### config.mk
export PLATFORM = sky130hd
export DESIGN_NAME = cpu_pipeline_flat
export DESIGN_NICKNAME = d
export VERILOG_FILES = /design/src/rtl/cpu_pipeline_pkg.sv /design/src/rtl/cpu_pipeline_if.sv /design/src/rtl/cpu_pipeline_control_unit.sv /design/src/rtl/cpu_pipeline.sv /design/src/flat_wrapper.sv
export SDC_FILE = /design/constraint.sdc
export NUM_CORES = 1
export LEC_CHECK = 0
export CORE_MARGIN = 2
export CORE_UTILIZATION = 29
export CTS_CLUSTER_SIZE = 16
export DETAILED_ROUTE_END_ITERATION = 10
export PLACE_DENSITY = 0.83
export SYNTH_ARGS = -nofsm -noshare
export SYNTH_HDL_FRONTEND = slang
export SYNTH_SLANG_ARGS = --single-unit
### constraint.sdc
create_clock -name Clk -period 1.75 [get_ports Clk]
set_clock_uncertainty 0.2 [all_clocks]
set_input_delay 0.2625 -clock Clk [delete_from_list [all_inputs] [get_ports Clk]]
set_output_delay 0.2625 -clock Clk [all_outputs]
set_load 0.03 [all_outputs]
### src/rtl/cpu_pipeline_pkg.sv
// Shared definitions for the cpu_pipeline front-end: opcode/function constants,
// control encodings and the per-stage control bundle types.
package cpu_pipeline_pkg;

    // Primary opcodes, instruction[31:26]
    localparam logic [5:0] OP_ARITH = 6'h02;
    localparam logic [5:0] OP_LDIL  = 6'h08;
    localparam logic [5:0] OP_LDO   = 6'h0D;
    localparam logic [5:0] OP_LDB   = 6'h10;
    localparam logic [5:0] OP_LDH   = 6'h11;
    localparam logic [5:0] OP_LDW   = 6'h12;
    localparam logic [5:0] OP_STB   = 6'h18;
    localparam logic [5:0] OP_STH   = 6'h19;
    localparam logic [5:0] OP_STW   = 6'h1A;
    localparam logic [5:0] OP_COMBT = 6'h20;
    localparam logic [5:0] OP_COMBF = 6'h22;
    localparam logic [5:0] OP_SUBI  = 6'h25;
    localparam logic [5:0] OP_ADDI  = 6'h2D;
    localparam logic [5:0] OP_EXTRU = 6'h34;
    localparam logic [5:0] OP_ZDEP  = 6'h35;
    localparam logic [5:0] OP_EXTRS = 6'h36;
    localparam logic [5:0] OP_BL    = 6'h3A;

    // Function field, instruction[11:6], valid only under OP_ARITH
    localparam logic [5:0] FN_AND  = 6'h08;
    localparam logic [5:0] FN_OR   = 6'h09;
    localparam logic [5:0] FN_XOR  = 6'h0A;
    localparam logic [5:0] FN_SUB  = 6'h10;
    localparam logic [5:0] FN_SUBB = 6'h14;
    localparam logic [5:0] FN_ADD  = 6'h18;
    localparam logic [5:0] FN_ADDC = 6'h1C;
    localparam logic [5:0] FN_ADDL = 6'h28;

    typedef enum logic [3:0] {
        ALU_ADD    = 4'b0000,
        ALU_ADDC   = 4'b0001,
        ALU_SUB    = 4'b0010,
        ALU_SUBB   = 4'b0011,
        ALU_OR     = 4'b0100,
        ALU_XOR    = 4'b0101,
        ALU_AND    = 4'b0110,
        ALU_ADDL   = 4'b0111,
        ALU_PASS_B = 4'b1000,
        ALU_CMP    = 4'b1001
    } alu_op_e;

    typedef enum logic [2:0] {
        SOH_REG   = 3'b000,
        SOH_IM11  = 3'b001,
        SOH_IM14  = 3'b010,
        SOH_IM21  = 3'b011,
        SOH_EXTRU = 3'b100,
        SOH_EXTRS = 3'b101,
        SOH_ZDEP  = 3'b110
    } soh_op_e;

    // RAM_CTRL = {enable, write, size[1:0]}
    localparam logic [3:0] RAM_NONE = 4'b0000;
    localparam logic [3:0] RAM_LDB  = 4'b1000;
    localparam logic [3:0] RAM_LDH  = 4'b1001;
    localparam logic [3:0] RAM_LDW  = 4'b1010;
    localparam logic [3:0] RAM_STB  = 4'b1100;
    localparam logic [3:0] RAM_STH  = 4'b1101;
    localparam logic [3:0] RAM_STW  = 4'b1110;

    localparam logic [1:0] SRD_R3   = 2'b00;
    localparam logic [1:0] SRD_R2   = 2'b01;
    localparam logic [1:0] SRD_R1   = 2'b10;

    localparam logic [1:0] PSW_NONE = 2'b00;
    localparam logic [1:0] PSW_UPD  = 2'b10;
    localparam logic [1:0] PSW_RDUP = 2'b11;

    localparam logic [1:0] IDSR_NONE  = 2'b00;
    localparam logic [1:0] IDSR_STORE = 2'b01;
    localparam logic [1:0] IDSR_COMB  = 2'b10;

    typedef struct packed {
        logic [1:0] srd;
        logic [1:0] psw_le_re;
        logic       b;
        soh_op_e    soh_op;
        alu_op_e    alu_op;
        logic [3:0] ram_ctrl;
        logic       l;
        logic       rf_le;
        logic [1:0] id_sr;
        logic       ub;
    } ctrl_bundle_t;

    typedef struct packed {
        logic [3:0] ram_ctrl;
        logic       l;
        logic       rf_le;
    } mem_ctrl_t;

    localparam ctrl_bundle_t CTRL_NOP = '0;

    typedef logic [255:0][7:0] rom_image_t;
    localparam rom_image_t ROM_EMPTY = '0;

endpackage

### src/rtl/cpu_pipeline_if.sv
// Observation bundle of the pipeline: freeze/NOP controls in, PC, IF/ID word
// and every stage's control signals out.
interface cpu_pipeline_if;
    logic        LE;
    logic        S;
    logic [7:0]  front_q_out;
    logic [31:0] instruction_out;

    logic [1:0]  SRD_out;
    logic [1:0]  PSW_LE_RE_out;
    logic        B_out;
    logic [2:0]  SOH_OP_out;
    logic [3:0]  ALU_OP_out;
    logic [3:0]  RAM_CTRL_out;
    logic        L_out;
    logic        RF_LE_out;
    logic [1:0]  ID_SR_out;
    logic        UB_out;

    logic [1:0]  SRD_EX_out;
    logic [1:0]  PSW_LE_RE_EX_out;
    logic        B_EX_out;
    logic [2:0]  SOH_OP_EX_out;
    logic [3:0]  ALU_OP_EX_out;
    logic [3:0]  RAM_CTRL_EX_out;
    logic        L_EX_out;
    logic        RF_LE_EX_out;
    logic [1:0]  ID_SR_EX_out;
    logic        UB_EX_out;

    logic [3:0]  RAM_CTRL_MEM_out;
    logic        L_MEM_out;
    logic        RF_LE_MEM_out;
    logic        RF_LE_WB_out;

    // No handshake: LE and S are level controls sampled every cycle; all
    // outputs are valid continuously and carry no back-pressure.
    modport master (
        output LE, S,
        input  front_q_out, instruction_out,
        input  SRD_out, PSW_LE_RE_out, B_out, SOH_OP_out, ALU_OP_out,
        input  RAM_CTRL_out, L_out, RF_LE_out, ID_SR_out, UB_out,
        input  SRD_EX_out, PSW_LE_RE_EX_out, B_EX_out, SOH_OP_EX_out, ALU_OP_EX_out,
        input  RAM_CTRL_EX_out, L_EX_out, RF_LE_EX_out, ID_SR_EX_out, UB_EX_out,
        input  RAM_CTRL_MEM_out, L_MEM_out, RF_LE_MEM_out, RF_LE_WB_out
    );

    modport slave (
        input  LE, S,
        output front_q_out, instruction_out,
        output SRD_out, PSW_LE_RE_out, B_out, SOH_OP_out, ALU_OP_out,
        output RAM_CTRL_out, L_out, RF_LE_out, ID_SR_out, UB_out,
        output SRD_EX_out, PSW_LE_RE_EX_out, B_EX_out, SOH_OP_EX_out, ALU_OP_EX_out,
        output RAM_CTRL_EX_out, L_EX_out, RF_LE_EX_out, ID_SR_EX_out, UB_EX_out,
        output RAM_CTRL_MEM_out, L_MEM_out, RF_LE_MEM_out, RF_LE_WB_out
    );
endinterface

### src/rtl/cpu_pipeline_control_unit.sv
// Purely combinational decoder from opcode/function field to the control
// bundle; anything not recognised decodes as an all-zero NOP.
module cpu_control_unit
    import cpu_pipeline_pkg::*;
(
    input  logic [5:0]   opcode_i,
    input  logic [5:0]   func_i,
    output ctrl_bundle_t ctrl_o
);

    always_comb begin
        ctrl_o = CTRL_NOP;
        case (opcode_i)
            OP_ARITH: begin
                ctrl_o.srd   = SRD_R3;
                ctrl_o.rf_le = 1'b1;
                case (func_i)
                    FN_ADD:  begin ctrl_o.alu_op = ALU_ADD;  ctrl_o.psw_le_re = PSW_UPD;  end
                    FN_ADDC: begin ctrl_o.alu_op = ALU_ADDC; ctrl_o.psw_le_re = PSW_RDUP; end
                    FN_SUB:  begin ctrl_o.alu_op = ALU_SUB;  ctrl_o.psw_le_re = PSW_UPD;  end
                    FN_SUBB: begin ctrl_o.alu_op = ALU_SUBB; ctrl_o.psw_le_re = PSW_RDUP; end
                    FN_OR:   ctrl_o.alu_op = ALU_OR;
                    FN_XOR:  ctrl_o.alu_op = ALU_XOR;
                    FN_AND:  ctrl_o.alu_op = ALU_AND;
                    FN_ADDL: ctrl_o.alu_op = ALU_ADDL;
                    default: ctrl_o = CTRL_NOP;
                endcase
            end
            OP_ADDI, OP_SUBI: begin
                ctrl_o.srd       = SRD_R2;
                ctrl_o.soh_op    = SOH_IM11;
                ctrl_o.alu_op    = (opcode_i == OP_ADDI) ? ALU_ADD : ALU_SUB;
                ctrl_o.psw_le_re = PSW_UPD;
                ctrl_o.rf_le     = 1'b1;
            end
            OP_LDW, OP_LDH, OP_LDB: begin
                ctrl_o.srd    = SRD_R2;
                ctrl_o.soh_op = SOH_IM14;
                ctrl_o.alu_op = ALU_ADD;
                ctrl_o.l      = 1'b1;
                ctrl_o.rf_le  = 1'b1;
                ctrl_o.ram_ctrl = (opcode_i == OP_LDW) ? RAM_LDW :
                                  (opcode_i == OP_LDH) ? RAM_LDH : RAM_LDB;
            end
            OP_STW, OP_STH, OP_STB: begin
                ctrl_o.soh_op = SOH_IM14;
                ctrl_o.alu_op = ALU_ADD;
                ctrl_o.id_sr  = IDSR_STORE;
                ctrl_o.ram_ctrl = (opcode_i == OP_STW) ? RAM_STW :
                                  (opcode_i == OP_STH) ? RAM_STH : RAM_STB;
            end
            OP_LDO: begin
                ctrl_o.srd    = SRD_R2;
                ctrl_o.soh_op = SOH_IM14;
                ctrl_o.alu_op = ALU_ADD;
                ctrl_o.rf_le  = 1'b1;
            end
            OP_LDIL: begin
                ctrl_o.srd    = SRD_R1;
                ctrl_o.soh_op = SOH_IM21;
                ctrl_o.alu_op = ALU_PASS_B;
                ctrl_o.rf_le  = 1'b1;
            end
            OP_EXTRU, OP_EXTRS, OP_ZDEP: begin
                ctrl_o.srd    = SRD_R2;
                ctrl_o.alu_op = ALU_PASS_B;
                ctrl_o.rf_le  = 1'b1;
                ctrl_o.soh_op = (opcode_i == OP_EXTRU) ? SOH_EXTRU :
                                (opcode_i == OP_EXTRS) ? SOH_EXTRS : SOH_ZDEP;
            end
            OP_COMBT, OP_COMBF: begin
                ctrl_o.b      = 1'b1;
                ctrl_o.alu_op = ALU_CMP;
                ctrl_o.id_sr  = IDSR_COMB;
            end
            OP_BL: begin
                ctrl_o.srd   = SRD_R1;
                ctrl_o.ub    = 1'b1;
                ctrl_o.rf_le = 1'b1;
            end
            default: ctrl_o = CTRL_NOP;
        endcase
    end

endmodule

### src/rtl/cpu_pipeline.sv
// Fetch/decode front-end with IF/ID and EX/MEM/WB control registers; the ROM
// contents come from the ROM_IMAGE parameter (byte address = outer index).
module cpu_pipeline
    import cpu_pipeline_pkg::*;
#(
    parameter rom_image_t ROM_IMAGE = ROM_EMPTY
) (
    input  logic          Clk,
    input  logic          Rst,
    cpu_pipeline_if.slave bus
);

    logic [7:0]   pc_q, pc_d;
    logic [31:0]  ifid_q, ifid_d;
    logic [31:0]  fetch_word;
    ctrl_bundle_t dec_ctrl, id_ctrl;
    ctrl_bundle_t idex_q, idex_d;
    mem_ctrl_t    exmem_q, exmem_d;
    logic         memwb_q, memwb_d;

    // Big-endian word fetch; the byte offsets wrap inside the 8-bit space
    always_comb begin
        fetch_word = {ROM_IMAGE[pc_q],
                      ROM_IMAGE[pc_q + 8'd1],
                      ROM_IMAGE[pc_q + 8'd2],
                      ROM_IMAGE[pc_q + 8'd3]};
    end

    cpu_control_unit u_ctrl (
        .opcode_i (ifid_q[31:26]),
        .func_i   (ifid_q[11:6]),
        .ctrl_o   (dec_ctrl)
    );

    always_comb begin
        pc_d    = bus.LE ? pc_q + 8'd4 : pc_q;
        ifid_d  = bus.LE ? fetch_word : ifid_q;
        id_ctrl = bus.S ? CTRL_NOP : dec_ctrl;
        // Downstream stages advance every cycle, independent of LE
        idex_d  = id_ctrl;
        exmem_d = '{ram_ctrl: idex_q.ram_ctrl, l: idex_q.l, rf_le: idex_q.rf_le};
        memwb_d = exmem_q.rf_le;
    end

    always_ff @(posedge Clk) begin
        if (!Rst) begin
            pc_q    <= '0;
            ifid_q  <= '0;
            idex_q  <= CTRL_NOP;
            exmem_q <= '0;
            memwb_q <= 1'b0;
        end else begin
            pc_q    <= pc_d;
            ifid_q  <= ifid_d;
            idex_q  <= idex_d;
            exmem_q <= exmem_d;
            memwb_q <= memwb_d;
        end
    end

    assign bus.front_q_out     = pc_q;
    assign bus.instruction_out = ifid_q;

    assign bus.SRD_out       = id_ctrl.srd;
    assign bus.PSW_LE_RE_out = id_ctrl.psw_le_re;
    assign bus.B_out         = id_ctrl.b;
    assign bus.SOH_OP_out    = id_ctrl.soh_op;
    assign bus.ALU_OP_out    = id_ctrl.alu_op;
    assign bus.RAM_CTRL_out  = id_ctrl.ram_ctrl;
    assign bus.L_out         = id_ctrl.l;
    assign bus.RF_LE_out     = id_ctrl.rf_le;
    assign bus.ID_SR_out     = id_ctrl.id_sr;
    assign bus.UB_out        = id_ctrl.ub;

    assign bus.SRD_EX_out       = idex_q.srd;
    assign bus.PSW_LE_RE_EX_out = idex_q.psw_le_re;
    assign bus.B_EX_out         = idex_q.b;
    assign bus.SOH_OP_EX_out    = idex_q.soh_op;
    assign bus.ALU_OP_EX_out    = idex_q.alu_op;
    assign bus.RAM_CTRL_EX_out  = idex_q.ram_ctrl;
    assign bus.L_EX_out         = idex_q.l;
    assign bus.RF_LE_EX_out     = idex_q.rf_le;
    assign bus.ID_SR_EX_out     = idex_q.id_sr;
    assign bus.UB_EX_out        = idex_q.ub;

    assign bus.RAM_CTRL_MEM_out = exmem_q.ram_ctrl;
    assign bus.L_MEM_out        = exmem_q.l;
    assign bus.RF_LE_MEM_out    = exmem_q.rf_le;
    assign bus.RF_LE_WB_out     = memwb_q;

endmodule

### src/flat_wrapper.sv
// flat-port wrapper written by rule: the top's interface ports become plain ports
module cpu_pipeline_flat import cpu_pipeline_pkg::*;
#(
    parameter rom_image_t ROM_IMAGE = ROM_EMPTY
)
  (Clk, Rst, bus_LE, bus_S, bus_front_q_out, bus_instruction_out, bus_SRD_out, bus_PSW_LE_RE_out, bus_B_out, bus_SOH_OP_out, bus_ALU_OP_out, bus_RAM_CTRL_out, bus_L_out, bus_RF_LE_out, bus_ID_SR_out, bus_UB_out, bus_SRD_EX_out, bus_PSW_LE_RE_EX_out, bus_B_EX_out, bus_SOH_OP_EX_out, bus_ALU_OP_EX_out, bus_RAM_CTRL_EX_out, bus_L_EX_out, bus_RF_LE_EX_out, bus_ID_SR_EX_out, bus_UB_EX_out, bus_RAM_CTRL_MEM_out, bus_L_MEM_out, bus_RF_LE_MEM_out, bus_RF_LE_WB_out);
  cpu_pipeline_if bus_i ();
  input  logic Clk;
  input  logic Rst;
  input wire logic [$bits(bus_i.LE)-1:0] bus_LE;
  input wire logic [$bits(bus_i.S)-1:0] bus_S;
  output wire logic [$bits(bus_i.front_q_out)-1:0] bus_front_q_out;
  output wire logic [$bits(bus_i.instruction_out)-1:0] bus_instruction_out;
  output wire logic [$bits(bus_i.SRD_out)-1:0] bus_SRD_out;
  output wire logic [$bits(bus_i.PSW_LE_RE_out)-1:0] bus_PSW_LE_RE_out;
  output wire logic [$bits(bus_i.B_out)-1:0] bus_B_out;
  output wire logic [$bits(bus_i.SOH_OP_out)-1:0] bus_SOH_OP_out;
  output wire logic [$bits(bus_i.ALU_OP_out)-1:0] bus_ALU_OP_out;
  output wire logic [$bits(bus_i.RAM_CTRL_out)-1:0] bus_RAM_CTRL_out;
  output wire logic [$bits(bus_i.L_out)-1:0] bus_L_out;
  output wire logic [$bits(bus_i.RF_LE_out)-1:0] bus_RF_LE_out;
  output wire logic [$bits(bus_i.ID_SR_out)-1:0] bus_ID_SR_out;
  output wire logic [$bits(bus_i.UB_out)-1:0] bus_UB_out;
  output wire logic [$bits(bus_i.SRD_EX_out)-1:0] bus_SRD_EX_out;
  output wire logic [$bits(bus_i.PSW_LE_RE_EX_out)-1:0] bus_PSW_LE_RE_EX_out;
  output wire logic [$bits(bus_i.B_EX_out)-1:0] bus_B_EX_out;
  output wire logic [$bits(bus_i.SOH_OP_EX_out)-1:0] bus_SOH_OP_EX_out;
  output wire logic [$bits(bus_i.ALU_OP_EX_out)-1:0] bus_ALU_OP_EX_out;
  output wire logic [$bits(bus_i.RAM_CTRL_EX_out)-1:0] bus_RAM_CTRL_EX_out;
  output wire logic [$bits(bus_i.L_EX_out)-1:0] bus_L_EX_out;
  output wire logic [$bits(bus_i.RF_LE_EX_out)-1:0] bus_RF_LE_EX_out;
  output wire logic [$bits(bus_i.ID_SR_EX_out)-1:0] bus_ID_SR_EX_out;
  output wire logic [$bits(bus_i.UB_EX_out)-1:0] bus_UB_EX_out;
  output wire logic [$bits(bus_i.RAM_CTRL_MEM_out)-1:0] bus_RAM_CTRL_MEM_out;
  output wire logic [$bits(bus_i.L_MEM_out)-1:0] bus_L_MEM_out;
  output wire logic [$bits(bus_i.RF_LE_MEM_out)-1:0] bus_RF_LE_MEM_out;
  output wire logic [$bits(bus_i.RF_LE_WB_out)-1:0] bus_RF_LE_WB_out;
  assign bus_i.LE = bus_LE;
  assign bus_i.S = bus_S;
  assign bus_front_q_out = bus_i.front_q_out;
  assign bus_instruction_out = bus_i.instruction_out;
  assign bus_SRD_out = bus_i.SRD_out;
  assign bus_PSW_LE_RE_out = bus_i.PSW_LE_RE_out;
  assign bus_B_out = bus_i.B_out;
  assign bus_SOH_OP_out = bus_i.SOH_OP_out;
  assign bus_ALU_OP_out = bus_i.ALU_OP_out;
  assign bus_RAM_CTRL_out = bus_i.RAM_CTRL_out;
  assign bus_L_out = bus_i.L_out;
  assign bus_RF_LE_out = bus_i.RF_LE_out;
  assign bus_ID_SR_out = bus_i.ID_SR_out;
  assign bus_UB_out = bus_i.UB_out;
  assign bus_SRD_EX_out = bus_i.SRD_EX_out;
  assign bus_PSW_LE_RE_EX_out = bus_i.PSW_LE_RE_EX_out;
  assign bus_B_EX_out = bus_i.B_EX_out;
  assign bus_SOH_OP_EX_out = bus_i.SOH_OP_EX_out;
  assign bus_ALU_OP_EX_out = bus_i.ALU_OP_EX_out;
  assign bus_RAM_CTRL_EX_out = bus_i.RAM_CTRL_EX_out;
  assign bus_L_EX_out = bus_i.L_EX_out;
  assign bus_RF_LE_EX_out = bus_i.RF_LE_EX_out;
  assign bus_ID_SR_EX_out = bus_i.ID_SR_EX_out;
  assign bus_UB_EX_out = bus_i.UB_EX_out;
  assign bus_RAM_CTRL_MEM_out = bus_i.RAM_CTRL_MEM_out;
  assign bus_L_MEM_out = bus_i.L_MEM_out;
  assign bus_RF_LE_MEM_out = bus_i.RF_LE_MEM_out;
  assign bus_RF_LE_WB_out = bus_i.RF_LE_WB_out;
  cpu_pipeline #(.ROM_IMAGE(ROM_IMAGE)) u_core (.Clk(Clk), .Rst(Rst), .bus(bus_i));
endmodule
==> flow_summary.yaml, run 1 <==
outcome:
  status: "finished clean"
worst_setup_path:
  worst_ep_required_time_ns: 1.29
  r2r_setup_slack_ns: 0.42
  crit_family: "buffers and inverters"
  worst_setup_path_start_kind: "register"
  crit_path_end_kind: "primary output"
  worstPathArrival_ns: 1.08
  r2r-start: "u_core.bus.front_q_out[4]"
  path_cells: "dlygate4sd2_1"
  crit_buf_inv: 1
  cpPeakStageDelay_ns: 0.43
  cp_slowest_cell: "dlygate4sd2_1"
  critical_path_class: "register to primary output"
  crit_path_start: "u_core.bus.front_q_out[4]"
  critPathMaxFanout: 4
drt:
  vias: 424
  first_iter_violations: 7
  first_pass_iters: 4
  post_drt_wl_per_cell_um: 6.113
  ant_nets: 0
  drc: 0
  routed_wl_um: 917
  via_per_inst: 2.827
timing:
  finalSetupViolCount: 0
  timing.fmax_mhz: 648.4
  grt_setup_unrepaired: "no"
  maxSlewViolCount: 0
  min_period_over_period_pct: 88.13
  min_period_ns: 1.542
  hold_violations: 0
  tns_ns: 0
layout:
  antennaDiodeCount: 0
  fillCellCount: 313
  layout.nets: 126
  largest_reg_flops: 6
  layout-area-overhead-vs-synth_pct: -19.74
  seqCellArea_um2: 120.1
  stdcell_area_um2: 706.9
  multi_input_area_um2: 445.4
  drive_gt1_share_pct: 4.202
synthesis:
  synthFlopType: "dfxtp_1"
  ys_top_cells_by_count: "83 x buf_4, 6 x dfxtp_1, 4 x and2_1"
  synth_top_area_cell: "buf_4"
  synthAdderAreaFrac_pct: 1.420
  yosysWarnings: 0
  yosysMostFrequentCell: "buf_4"
  seq_area_frac_synth_pct: 13.64
  syn_area_per_cell_um2: 8.156
  synthMuxAreaShare_pct: 1.136
  synth-compound-area-share_pct: 1.420
  synthCells: 108
  yosys-top-cells-area: "buf_4 71%, dfxtp_1 14%, xnor2_1 3.0%"
  synth_top_family_by_area: "buffers and inverters"
  ys_ff_latch: 6
  synth-async-reset-ratio_pct: 0
  synth.distinct_cells: 15
  synthSimpleGateAreaFrac_pct: 7.244
  synth_xor_area_share_pct: 3.977
  synth_edf_count: 0
  netlist_area_um2: 880.8
  netlist.area_leader.share_pct: 70.74
power_and_ir_drop:
  clockPowerShare_pct: 24.1
  swShare_pct: 57.10
  p_per_area_mw_per_mm2: 782.8
  p_total_w: 0.0005534
  ir_worst_vdd_uv: 369.7
  p_leak_nw: 0.4513
  pwr-share-comb_pct: 49.1
  p_int_w: 0.0002374
  p_seq_share_pct: 26.8
  p_switching_w: 0.0003160
place:
  placed_cell_area_um2: 691.9
  gp_congestion: 0.6718
  numPortBuffers: 8
  dpl.hpwl_um: 805.9
clocking:
  cts_hold_buf: 0
  cts_htree_levels: 1
  cts_tree: "yes"
  clockBufferDepth: 2
  cts.root.buffer_cell: "clkbuf_4"
  cts_buffers: 3
  path_clk_slew_ns: 0.05
  clkLatencyLatePin_ns: 0.25
  clkSinkCount: 6
floorplanning:
  core_area_mm2: 0.002829
  ios: 93
  die_h_um: 59.11
  die-area_mm2: 0.003494
  rows: 19
  start_util_pct: 31.14
  die_w_um: 59.11
global_route:
  first_global_vias: 240
  grt_pass1_wl_um: 1021
  antenna_found_initial: 0
  grt_overflow_total: 0
  grt_max_degree: 7
  grt.total_usage_pct: 4.197
min_path:
  holdCritPathClass: "register to register"
  holdCritStartpoint: "u_core.bus.front_q_out[7]"
run:
  maxCapViolCount: 0
[per-stage QoR]
stage          cells  hold WS [ns]  utilization [%]  worst slack [ns]
2_1_floorplan    190        0.1842                -            0.2649
3_3_place_gp     147        0.2686            24.46            0.1101
3_5_place_dp     147        0.2921            24.46           0.09602
4_1_cts          150        0.2962            24.99            0.1986
5_1_grt          150        0.3167            24.99            0.1653
6_report         150        0.2871            24.99            0.2078
[routing by layer]
layer,wire length (um),track usage [%],vias up
met5,0,0,-
met4,21,4.870,0
met3,108,1.310,3
met2,537,6.984,47
met1,250,3.699,185
li1,-,-,189
[power groups by stage]
stage | clock (W) | combinational (W) | sequential (W)
floorplan | 0 | 0.000385 | 0.000160
global placement | 0 | 0.000270 | 0.000151
detailed placement | 0 | 0.000271 | 0.000151
CTS | 0.000133 | 0.000268 | 0.000148
global route | 0.000147 | 0.000285 | 0.000149
finish | 0.000133 | 0.000272 | 0.000148
[logic make-up after synthesis]
kind of cell             Yosys count
XOR/XNOR                           4
flip-flops                         6
adder cells (fa/ha/maj)            1
AND/OR/NAND/NOR                   10
other                              1
multiplexers                       1
AO/OA/AOI/OAI                      2
buffers and inverters             83
[what timing repair did]
item / 4_1_cts / 5_1_grt
gates resized for setup: 6 / 0
setup buffers: 0 / 0
endpoints found under the setup margin: 6 / 0
[placed cells by master, fill, tap and decap left out]
master            n
dlygate4sd2_1     6
or3_1             1
xnor2_1           3
nand4_1           1
buf_4             1
conb_1           83
nand4_2           1
clkdlybuf4s50_1   2
clkbuf_4          3
nor2b_1           1
a21boi_1          1
dfxtp_1           6
nand2_1           2
xor2_1            1
mux2i_1           1
o21ai_0           1
ha_1              1
and2_1            4
[worst paths after layout]
check | endpoint | cells after the start
max | bus_front_q_out[4] | 1
min | u_core.bus.front_q_out[7] | 2
max reg2reg | u_core.bus.front_q_out[7] | 3
min reg2reg | u_core.bus.front_q_out[7] | 2
[layout make-up]
cell class	instances	area share, %
clock buffers	3	3.186
multi-input cells	101	63.01
flip-flops and latches	6	16.99
well taps	31	5.487
repair buffers	9	11.33
(Power assumes the default switching activity.)
==> run 2: changes to the inputs <==
CTS_CLUSTER_SIZE = 30   (was 16)
SKIP_CTS_REPAIR_TIMING = 1   (was not set)
TNS_END_PERCENT = 30   (was not set)
==> run 2 against run 1 <==
Against the previous run: final cell count did not move; cell area grew 3.2%; largest power group unchanged; first-iteration DRC count unchanged; clock-buffer cell count did not move; critical path depth unchanged; global-route usage unchanged; total power is 0.44% higher; critical path type unchanged; die area stayed put; critical endpoint unchanged; register-to-register slack barely moved; utilization rose by 0.80 points.
==> flow_summary.yaml, run 2 (synthesis results as in run 1) <==
place:
  numPortBuffers: 8
  placed_cell_area_um2: 691.9
  dpl.hpwl_um: 805.9
  gp_congestion: 0.6718
  post-place-ws_ns: 0.09602
worst_setup_path:
  critPathMaxFanout: 4
  cp_slowest_cell: "dfxtp_1"
  cp.depth: 1
  crit_path_end_kind: "primary output"
  crit_buf_inv: 1
  path_cells: "dlymetal6s2s_1"
  worst_ep_required_time_ns: 1.29
  worstPathArrival_ns: 0.97
  crit_family: "flip-flops"
  ff2ff_path_depth: 3
  worst_setup_path_start_kind: "register"
  critical_path_class: "register to primary output"
  cpPeakStageDelay_ns: 0.40
drt:
  post_drt_wl_per_cell_um: 6.127
  first_pass_iters: 4
  drc: 0
  routed_wl_um: 919
  vias: 424
  first_iter_violations: 7
  ant_nets: 0
  via_per_inst: 2.827
timing:
  min_period_over_period_pct: 82.11
  tns_ns: 0
  finalSetupViolCount: 0
  whs_ns: 0.2870
  timing.fmax_mhz: 695.9
  setup_ws_ns: 0.3130
  grt_setup_unrepaired: "no"
  min_period_ns: 1.437
  hold_violations: 0
  maxSlewViolCount: 0
layout:
  antennaDiodeCount: 0
  layout_commonest_cell: "conb_1"
  seqCellArea_um2: 120.1
  largest_reg_flops: 6
  layout-area-overhead-vs-synth_pct: -17.19
  layout.nets: 126
  mostFrequentLayoutCells: "83 x conb_1, 6 x dlymetal6s2s_1, 6 x dfxtp_1"
  fillCellCount: 310
  stdcell_area_um2: 729.5
  drive_gt1_share_pct: 4.202
  multi_input_area_um2: 445.4
outcome:
  status: "finished clean"
clocking:
  clkLatencyLatePin_ns: 0.25
  cts_tree: "yes"
  clkSinkCount: 6
  cts_buffers: 3
  cts_htree_levels: 1
  clockBufferDepth: 2
  cts.root.buffer_cell: "clkbuf_4"
  path_clk_slew_ns: 0.05
floorplanning:
  die_w_um: 59.11
  die_h_um: 59.11
  rows: 19
  ios: 93
  start_util_pct: 31.14
  die-area_mm2: 0.003494
  core_area_mm2: 0.002829
min_path:
  hold_depth: 2
  holdCritPathClass: "register to register"
global_route:
  grt_overflow_total: 0
  grt.total_usage_pct: 4.197
  antenna_found_initial: 0
  first_global_vias: 240
  grt_max_degree: 7
  grt_pass1_wl_um: 1021
power_and_ir_drop:
  p_per_area_mw_per_mm2: 762.0
  p_leak_nw: 0.5302
  ir_worst_vdd_uv: 378.7
  p_total_w: 0.0005558
run:
  maxCapViolCount: 0
==> run 2: cell types whose count changed in the layout (fill, tap and decap cells not counted), sizes merged <==
cell,before,now
dlygate4sd2,6,0
dlymetal6s2s,0,6
==> run 2: where the power goes <==
group | internal [W] | switching [W] | total, W
Sequential | 0.000142 | 0.00000612 | 0.000148
Clock | 0.0000779 | 0.0000553 | 0.000133
Combinational | 0.0000200 | 0.000254 | 0.000274
Total | 0.000240 | 0.000316 | 0.000556
==> run 2: metal layers <==
layer  share of wire (%)  track usage (%)  vias up  wire length [um]
li1                    -                -      189                 -
met1                  27            3.699      185               248
met2                  58            6.984       47               536
met3                  12            1.310        3               113
met4                 2.3            4.870        0                21
met5                   0                0        -                 0
==> run 2: final timing paths <==
kind	slack, ns	startpoint	endpoint
max	0.31	u_core.bus.front_q_out[4]	bus_front_q_out[4]
min	0.29	u_core.bus.front_q_out[7]	u_core.bus.front_q_out[7]
max reg2reg	0.42	u_core.bus.front_q_out[4]	u_core.bus.front_q_out[7]
min reg2reg	0.29	u_core.bus.front_q_out[7]	u_core.bus.front_q_out[7]
==> run 2: cell type report <==
| cell class | count | share of cell area (%) |
|---|---|---|
| multi-input cells | 101 | 61.06 |
| well taps | 31 | 5.317 |
| repair buffers | 9 | 14.07 |
| clock buffers | 3 | 3.087 |
| flip-flops and latches | 6 | 16.47 |
==> run 2: worst min-delay path: stages (launching register included) <==
cell and delay, ns:
dfxtp_1 0.31, o21ai_0 0.07, a21boi_1 0.06
==> run 2: per-stage QoR <==
| step | instances | util, % |
|---|---|---|
| 3_5_place_dp | 147 | 24.46 |
| 3_3_place_gp | 147 | 24.46 |
| 5_1_grt | 150 | 25.79 |
| 2_1_floorplan | 190 | - |
| 6_report | 150 | 25.79 |
| 4_1_cts | 150 | 25.25 |
